--- src/rtl/ew_pad_mux_pkg.sv ---
`default_nettype none
// ============================================================================
// ew_pad_mux_pkg
// Shared types and helpers for the N-design pad-sharing controller.
// Revision: 1.0
// ============================================================================
package ew_pad_mux_pkg;

    typedef enum logic [1:0] {
        ST_IDLE  = 2'd0,
        ST_GUARD = 2'd1,
        ST_DRIVE = 2'd2
    } state_t;

    // One extra bit so that the value N (the "none" index) is representable.
    function automatic int unsigned sel_width(input int unsigned n);
        return $clog2(n) + 1;
    endfunction

    localparam int unsigned MAX_DESIGNS = 8;
    localparam int unsigned MAX_SEL_W   = $clog2(MAX_DESIGNS) + 1;

endpackage
`default_nettype wire

--- src/rtl/ew_reset_lock.sv ---
`default_nettype none
// ============================================================================
// ew_reset_lock
// Per-design LA reset-lock: synchronised lock pair, hold counter, reset out.
// Revision: 1.0
// ============================================================================
module ew_reset_lock #(
    parameter int SYNC_STAGES = 2,
    parameter int RESET_HOLD  = 8
) (
    input  logic i_clk,
    input  logic i_reset,
    input  logic i_lock_a,
    input  logic i_lock_b,
    input  logic i_la_invalid,
    input  logic i_qualify,
    output logic o_reset
);

    localparam int c_CW = $clog2(RESET_HOLD + 1);

    logic [SYNC_STAGES-1:0] r_a_sync;
    logic [SYNC_STAGES-1:0] r_b_sync;
    logic [c_CW-1:0]        r_cnt;
    logic                   w_unlocked;

    assign w_unlocked = (r_a_sync[SYNC_STAGES-1] != r_b_sync[SYNC_STAGES-1])
                        && !i_la_invalid && i_qualify;

    always_ff @(posedge i_clk) begin
        if (i_reset) begin
            r_a_sync <= '0;
            r_b_sync <= '0;
            r_cnt    <= '0;
        end else begin
            r_a_sync <= {r_a_sync[SYNC_STAGES-2:0], i_lock_a};
            r_b_sync <= {r_b_sync[SYNC_STAGES-2:0], i_lock_b};
            if (!w_unlocked) begin
                r_cnt <= '0;
            end else if (r_cnt != c_CW'(RESET_HOLD)) begin
                r_cnt <= r_cnt + 1'b1;
            end
        end
    end

    assign o_reset = (r_cnt != c_CW'(RESET_HOLD));

endmodule
`default_nettype wire

--- src/rtl/ew_pad_mux.sv ---
`default_nettype none
// ============================================================================
// ew_pad_mux
// Shares one pad group among N designs with guarded switchover and reset-lock.
// Revision: 1.0
// ============================================================================
module ew_pad_mux
    import ew_pad_mux_pkg::*;
#(
    parameter int N_DESIGNS       = 4,
    parameter int N_PADS          = 9,
    parameter int SYNC_STAGES     = 2,
    parameter int RESET_HOLD      = 8,
    parameter int GUARD_CYCLES    = 4,
    parameter int HOLD_UNSELECTED = 1,
    localparam int SW             = sel_width(N_DESIGNS)
) (
    input  logic                          i_clk,
    input  logic                          i_reset,
    input  logic                          i_la_invalid,
    input  logic [N_DESIGNS-1:0]          i_lock_a,
    input  logic [N_DESIGNS-1:0]          i_lock_b,
    input  logic [SW-1:0]                 i_sel,
    input  logic [N_DESIGNS*N_PADS-1:0]   i_d_out,
    input  logic [N_DESIGNS*N_PADS-1:0]   i_d_oeb,
    output logic [N_PADS-1:0]             o_io_out,
    output logic [N_PADS-1:0]             o_io_oeb,
    output logic [N_DESIGNS-1:0]          o_d_reset,
    output logic [SW-1:0]                 o_active,
    output logic                          o_busy
);

    localparam int          c_GW         = (GUARD_CYCLES > 1) ? $clog2(GUARD_CYCLES) : 1;
    localparam logic [SW-1:0]   c_NONE       = SW'(N_DESIGNS);
    localparam logic [c_GW-1:0] c_GUARD_LOAD = c_GW'(GUARD_CYCLES - 1);

    logic [SYNC_STAGES-1:0][SW-1:0] r_sel_sync;
    logic [SYNC_STAGES-1:0]         r_inv_sync;
    state_t                         r_state;
    logic [SW-1:0]                  r_active;
    logic [SW-1:0]                  r_target;
    logic [c_GW-1:0]                r_guard;

    logic [SW-1:0]                  w_sel_s;
    logic                           w_sel_valid;
    logic                           w_inv_s;
    logic [N_DESIGNS-1:0]           w_qual;

    assign w_sel_s     = r_sel_sync[SYNC_STAGES-1];
    assign w_inv_s     = r_inv_sync[SYNC_STAGES-1];
    assign w_sel_valid = (w_sel_s < c_NONE);

    always_ff @(posedge i_clk) begin
        if (i_reset) begin
            r_sel_sync <= '0;
            r_inv_sync <= '0;
            r_state    <= ST_IDLE;
            r_active   <= c_NONE;
            r_target   <= c_NONE;
            r_guard    <= '0;
        end else begin
            r_sel_sync <= {r_sel_sync[SYNC_STAGES-2:0], i_sel};
            r_inv_sync <= {r_inv_sync[SYNC_STAGES-2:0], i_la_invalid};
            case (r_state)
                ST_IDLE: begin
                    if (w_sel_valid) begin
                        r_target <= w_sel_s;
                        r_guard  <= c_GUARD_LOAD;
                        r_state  <= ST_GUARD;
                    end
                end
                ST_GUARD: begin
                    // A changed request restarts the full guard rather than shortening it.
                    if (w_sel_s != r_target) begin
                        if (w_sel_valid) begin
                            r_target <= w_sel_s;
                            r_guard  <= c_GUARD_LOAD;
                        end else begin
                            r_active <= c_NONE;
                            r_state  <= ST_IDLE;
                        end
                    end else if (r_guard == '0) begin
                        r_active <= r_target;
                        r_state  <= ST_DRIVE;
                    end else begin
                        r_guard <= r_guard - 1'b1;
                    end
                end
                ST_DRIVE: begin
                    if (!w_sel_valid) begin
                        r_active <= c_NONE;
                        r_state  <= ST_IDLE;
                    end else if (w_sel_s != r_active) begin
                        r_target <= w_sel_s;
                        r_guard  <= c_GUARD_LOAD;
                        r_state  <= ST_GUARD;
                    end
                end
                default: r_state <= ST_IDLE;
            endcase
        end
    end

    always_comb begin
        o_io_out = '0;
        o_io_oeb = '1;
        if (r_state == ST_DRIVE) begin
            for (int k = 0; k < N_DESIGNS; k++) begin
                if (r_active == SW'(k)) begin
                    o_io_out = i_d_out[k*N_PADS +: N_PADS];
                    o_io_oeb = i_d_oeb[k*N_PADS +: N_PADS];
                end
            end
        end
    end

    assign o_active = r_active;
    assign o_busy   = (r_state == ST_GUARD);

    generate
        for (genvar k = 0; k < N_DESIGNS; k++) begin : g_lock
            assign w_qual[k] = (HOLD_UNSELECTED == 0) ||
                               ((r_state == ST_DRIVE) && (r_active == SW'(k)));
            ew_reset_lock #(
                .SYNC_STAGES (SYNC_STAGES),
                .RESET_HOLD  (RESET_HOLD)
            ) u_lock (
                .i_clk        (i_clk),
                .i_reset      (i_reset),
                .i_lock_a     (i_lock_a[k]),
                .i_lock_b     (i_lock_b[k]),
                .i_la_invalid (w_inv_s),
                .i_qualify    (w_qual[k]),
                .o_reset      (o_d_reset[k])
            );
        end
    endgenerate

endmodule
`default_nettype wire
--- config.mk ---
export PLATFORM = sky130hd
export DESIGN_NAME = ew_pad_mux
export DESIGN_NICKNAME = d
export VERILOG_FILES = /design/src/rtl/ew_pad_mux_pkg.sv /design/src/rtl/ew_reset_lock.sv /design/src/rtl/ew_pad_mux.sv
export SDC_FILE = /design/constraint.sdc
export NUM_CORES = 1
export LEC_CHECK = 0
export BUFFER_PORTS_ARGS = -buffer_cell sky130_fd_sc_hd__buf_2
export CAP_MARGIN = 20
export CELL_PAD_IN_SITES_DETAIL_PLACEMENT = 1
export CELL_PAD_IN_SITES_GLOBAL_PLACEMENT = 2
export CORE_AREA = 2 2 101 103
export DETAILED_ROUTE_END_ITERATION = 10
export DIE_AREA = 0 0 103 105
export MAX_ROUTING_LAYER = met4
export PLACE_DENSITY = 0.91
export SYNTH_ARGS = -nofsm -noshare
export SYNTH_HDL_FRONTEND = slang
export SYNTH_SLANG_ARGS = --single-unit
--- constraint.sdc ---
create_clock -name i_clk -period 4.7 [get_ports i_clk]
set_input_delay 0.235 -clock i_clk [delete_from_list [all_inputs] [get_ports i_clk]]
set_output_delay 0.235 -clock i_clk [all_outputs]
set_load 0.03 [all_outputs]
After elaboration in Yosys (flattened, before gate mapping):

Index checks and enable logic that the tools add are counted.

* register bits: 50
* input port bits: 86
* output and inout bits: 26

* $add $sub $neg: 5
* $lt $le $gt $ge: 1
* eq/ne operators: 23
* multiplexer cells: 32
* bitwise gates (word level): 4
* reductions and logical operators: 26

Operator list (count)
* $mux 9: 10
* $mux 2: 11
* $mux 3: 7
* $add 4x1->4 const B: 4
* $ne 4x4->1 const B: 4
* $logic_and 1x1->1: 12
* $pmux 2 s3: 2
* $reduce_and 4->1: 3
* $ne 3x3->1 const B: 3
* $pmux 3 s3: 1
* $reduce_or 2->1: 4
* $eq 3x2->1 const B: 2
* $ne 2x2->1 const B: 3
* $ne 3x3->1: 2
* $pmux 3 s2: 1
* $logic_not 2->1: 2
* $ne 1x1->1: 4
* $not 1->1: 4
* $eq 3x1->1 const B: 1
* $logic_not 3->1: 1
* $lt 3x3->1 const B: 1
* $ne 3x1->1 const B: 1
* $reduce_bool 3->1: 1
* $eq 2x1->1 const B: 1
* 6 further kinds: 6

Depth between registers and ports, before layout:

* word-level depth: 6
* mapped depth: 8
* mapped depth without buffers: 6

By module:

From an unflattened synthesis, not the netlist that was laid out.

* cells, all modules: 272
* area total of the unflattened synthesis: 2859.0 um2

Modules (own cells, without submodules)
* ew_pad_mux: times used 1, cells each 148, area an instance 1552.7 um2, seq. area each 360.3 um2
* ew_reset_lock: times used 4, cells each 31, area an instance 326.6 um2, seq. area each 160.2 um2

Worst setup path after synthesis:

OpenSTA, ideal clock, no wires.

* path kind: register to output
* start: register r_state[0]
* end: output o_io_out[0]
* arrival time: 1995 ps
* data required time: 4465 ps
* setup slack: 2470 ps
* stages on the path, launching flop included: 8
* buffers on the path: 3
* cells stage by stage: dfxtp_1 -> inv_1 -> ha_1 -> clkbuf_1 -> nand2b_1 -> clkbuf_1 -> buf_1 -> nor3_1

* cells in the longest elaborated chain, start to end: 2

RTL lines
* from (decl): line ew_pad_mux.sv:39 `state_t r_state;`
* from (signal assigned): line ew_pad_mux.sv:57 `r_state <= ST_IDLE;`
* from (signal assigned): line ew_pad_mux.sv:69 `r_state <= ST_GUARD;`
* from (signal assigned): line ew_pad_mux.sv:80 `r_state <= ST_IDLE;`
* $eq 2x2->1: line ew_pad_mux.sv:107 `if (r_state == ST_DRIVE) begin`
* $mux 9: line ew_pad_mux.sv:107
* to (decl): line ew_pad_mux.sv:26 `output logic [N_PADS-1:0] o_io_out,`

Every way passes these cells.

Worst setup path after layout:

* start: register r_active[0] (netlist: o_active[0])
* end: output o_io_out[3]

* cells in the longest elaborated chain, start to end: 6

RTL lines
* from (decl): line ew_pad_mux.sv:40 `logic [SW-1:0] r_active;`
* from (signal assigned): line ew_pad_mux.sv:58 `r_active <= c_NONE;`
* from (signal assigned): line ew_pad_mux.sv:79 `r_active <= c_NONE;`
* from (signal assigned): line ew_pad_mux.sv:83 `r_active <= r_target;`
* $logic_not 3->1: line ew_pad_mux.sv:109 `if (r_active == SW'(k)) begin`
* $mux 9 (3 in series): line ew_pad_mux.sv:109
* $mux 9 (*): line ew_pad_mux.sv:109
* $mux 9 (*): line ew_pad_mux.sv:107

Mark *: on every way between the ends. The rest lies on a longest branch, timed or not.

==> impl_metrics.sql <==
INSERT INTO impl_metrics (metric_group, metric, value, unit) VALUES
('drt', 'routed_wire_length_per_instance', '14.3', 'um'),
('cts', 'clock_sink_count', '50', ''),
('synth', 'ys_warn_count', '0', ''),
('place', 'placed_area', '3380', 'um2'),
('power', 'seq_power_share', '45.1', '%'),
('timing', 'finalSetupViolations', '0', ''),
('synth', 'mappedNetlistNets', '416', ''),
('global_route', 'grt_use_total', '14.3', '%'),
('synth', 'synth_cells', '316', ''),
('cts', 'post_cts_resized', '0', ''),
('worst_setup_path', 'critical_path.top_delay_family', 'flip-flops', ''),
('worst_setup_path', 'critical_path_class', 'flip-flop to primary output', ''),
('synth', 'ys_types', '41', ''),
('floorplanning', 'die_w', '103', 'um'),
('layout', 'final_layout_size_suffix_gt1_share', '32.2', '%'),
('timing', 'grt_setup_unrepaired', 'no', ''),
('worst_setup_path', 'cp.depth', '4', ''),
('power', 'comb_power_share', '24.7', '%'),
('timing', 'tns', '0', 'ps'),
('worst_setup_path', 'critPathCapture', 'o_io_out[3]', ''),
('timing', 'worst_clock_skew', '4.34', 'ps'),
('global_route', 'grt_max_degree', '38', ''),
('worst_setup_path', 'crit-reg2reg-launch', 'o_active[0]$_SDFFE_PP0P_', ''),
('synth', 'synth.cell_area', '2740', 'um2'),
('power', 'pwr_density_cell', '301', 'nW/um2'),
('timing', 'number_of_pins_exceeding_their_max_slew_limit_in_the_final_report', '0', ''),
('synth', 'synth.ff_latch_count', '50', ''),
('synth', 'ys_dominant_reg_cell', 'dfxtp_1', ''),
('floorplanning', 'die-height', '105', 'um'),
('worst_setup_path', 'critPathCaptureType', 'primary output', ''),
('floorplanning', 'row_count', '36', ''),
('layout', 'layout.cells.non_filler', '549', ''),
('timing', 'peak_clock_frequency_supported_by_timing', '377', 'MHz'),
('job', 'drv.max_cap_violation_count', '0', ''),
('drt', 'drt-total-wl', '7830', 'um'),
('worst_setup_path', 'cp_num_buf_inv', '1', ''),
('synth', 'synth-seq-area-share', '36.5', '%'),
('floorplanning', 'fp.dieArea', '10800', 'um2'),
('layout', 'diodes', '0', ''),
('layout', 'syn2layout_area_growth', '27.4', '%'),
('worst_setup_path', 'cp_slowest_stage_delay', '980', 'ps'),
('place', 'io_buffer_count', '111', ''),
('place', 'place_congestion', '0.812', ''),
('synth', 'netlist_top_cells_count', 'dfxtp_1 (50), nor2_1 (33), nor2b_1 (25)', ''),
('worst_setup_path', 'worstRegToRegCells', '4', ''),
('worst_setup_path', 'worst-path-max-fanout', '26', ''),
('cts', 'cts_setup_buffers', '0', ''),
('layout', 'finish.net_count', '515', ''),
('synth', 'cell_taking_the_most_area_after_synthesis', 'dfxtp_1', ''),
('cts', 'cts_made_buffers', '5', ''),
('worst_setup_path', 'worst_setup_path_startpoint', 'o_active[0]$_SDFFE_PP0P_', ''),
('run_status', 'run_status', 'finished clean', ''),
('power', 'reported_net_switching_power', '0.324', 'mW'),
('worst_setup_path', 'end_of_the_worst_register_to_register_path', 'r_state[0]$_SDFFE_PP0P_', ''),
('layout', 'final_design_area_no_fill', '3490', 'um2'),
('global_route', 'grt_overflow_total', '0', ''),
('floorplanning', 'design.portCount', '112', ''),
('drt', 'first_iter_violations', '53', ''),
('synth', 'synth.avg_cell_area', '8.67', 'um2'),
('drt', 'drc', '0', ''),
('synth', 'post-synth-top-count-cell', 'dfxtp_1', ''),
('worst_setup_path', 'critical_path_required', '4470', 'ps'),
('timing', 'timing_worst_slew_pin_value', '993', 'ps'),
('timing', 'finalCriticalPeriod', '2650', 'ps'),
('synth', 'async_set_or_reset_flop_fraction_in_the_synthesized_netlist', '0', '%'),
('drt', 'route.detailed.vias_per_inst', '4.72', ''),
('layout', 'fin_util', '36.2', '%'),
('power', 'internal-power', '0.727', 'mW'),
('timing', 'slew_headroom', '33.7', '%'),
('min_path', 'worst_hold_path_type', 'input port to flip-flop', ''),
('power', 'sw_frac_of_total', '30.8', '%');
==> routing by layer <==
layer | wire length, um | GRT usage, % | vias up
li1 | - | - | 1276
met1 | 3480 | 16.8 | 1202
met2 | 3660 | 24.7 | 102
met3 | 627 | 2.88 | 9
met4 | 73 | 3.48 | 0
met5 | 0 | - | -
==> cell families after synthesis <==
group | count (synthesis) | share of synthesized area (%)
compound gates | 54 | 13.5
xor+xnor | 24 | 8.49
fa+ha+maj | 14 | 6.39
buf+inv | 38 | 5.89
flops | 50 | 36.5
mux | 20 | 7.81
simple gates | 116 | 21.4
==> how the worst min path moves through the flow <==
| stage | startpoint | to | depth (start not counted) |
|---|---|---|---|
| after floorplan | i_lock_a[0] | g_lock[0].u_lock.r_a_sync[0]$_SDFF_PP0_ | 1 |
| after global placement | r_sel_sync[2]$_SDFF_PP0_ | w_sel_s[2]$_SDFF_PP0_ | 1 |
| after detailed placement | g_lock[0].u_lock.r_b_sync[0]$_SDFF_PP0_ | g_lock[0].u_lock.r_b_sync[1]$_SDFF_PP0_ | 1 |
| after CTS | i_sel[1] | r_sel_sync[1]$_SDFF_PP0_ | 2 |
| after global routing | i_sel[2] | r_sel_sync[2]$_SDFF_PP0_ | 2 |
| final | i_lock_a[0] | g_lock[0].u_lock.r_a_sync[0]$_SDFF_PP0_ | 2 |
==> registers in the layout, summed over array words and instances, names as in the netlist <==
name,count
w_sel_s,3
g_lock.u_lock.r_cnt,16
r_guard,2
g_lock.u_lock.r_b_sync,8
r_inv_sync,2
r_target,3
o_active,3
r_sel_sync,3
g_lock.u_lock.r_a_sync,8
r_state,2
==> stage by stage <==
| stage | hold WS [ps] | power (mW) |
|---|---|---|
| after floorplan | 363 | 0.653 |
| final | 129 | 1.05 |
| after detailed placement | 425 | 0.745 |
| after global routing | 121 | 1.11 |
| after CTS | 125 | 1.06 |
| after global placement | 417 | 0.733 |
==> layout make-up <==
type                    count  area, um2
repair buffers            112        563
flip-flops and latches     50       1000
well taps                 133        166
multi-input cells         228       1580
inverters                  18       67.6
clock buffers               5       68.8
clock inverters             3       47.5
fillers                  1197       6150
==> power by group through the flow <==
stage	registers [mW]	logic, mW	clock network [mW]
after global placement	0.483	0.251	0
after detailed placement	0.485	0.260	0
after floorplan	0.485	0.168	0
after global routing	0.479	0.290	0.343
after CTS	0.475	0.263	0.324
final	0.474	0.259	0.318
==> layout by cell type, fill, tap and decap left out, types with 4 or more instances in the layout <==
cell / instances
nor4_1: 5
nand3_1: 8
inv_1: 18
nand2b_1: 6
nor2_1: 33
o22ai_1: 9
buf_2: 111
clkbuf_8: 5
mux2i_1: 9
ha_1: 14
xor2_1: 12
o211ai_1: 9
mux2_2: 9
nor3_1: 13
a21oi_1: 19
nand4_1: 4
dfxtp_1: 50
xnor2_1: 9
nor2b_1: 25
nand2_1: 15
nand3b_1: 4
(Power assumes the default switching activity.)
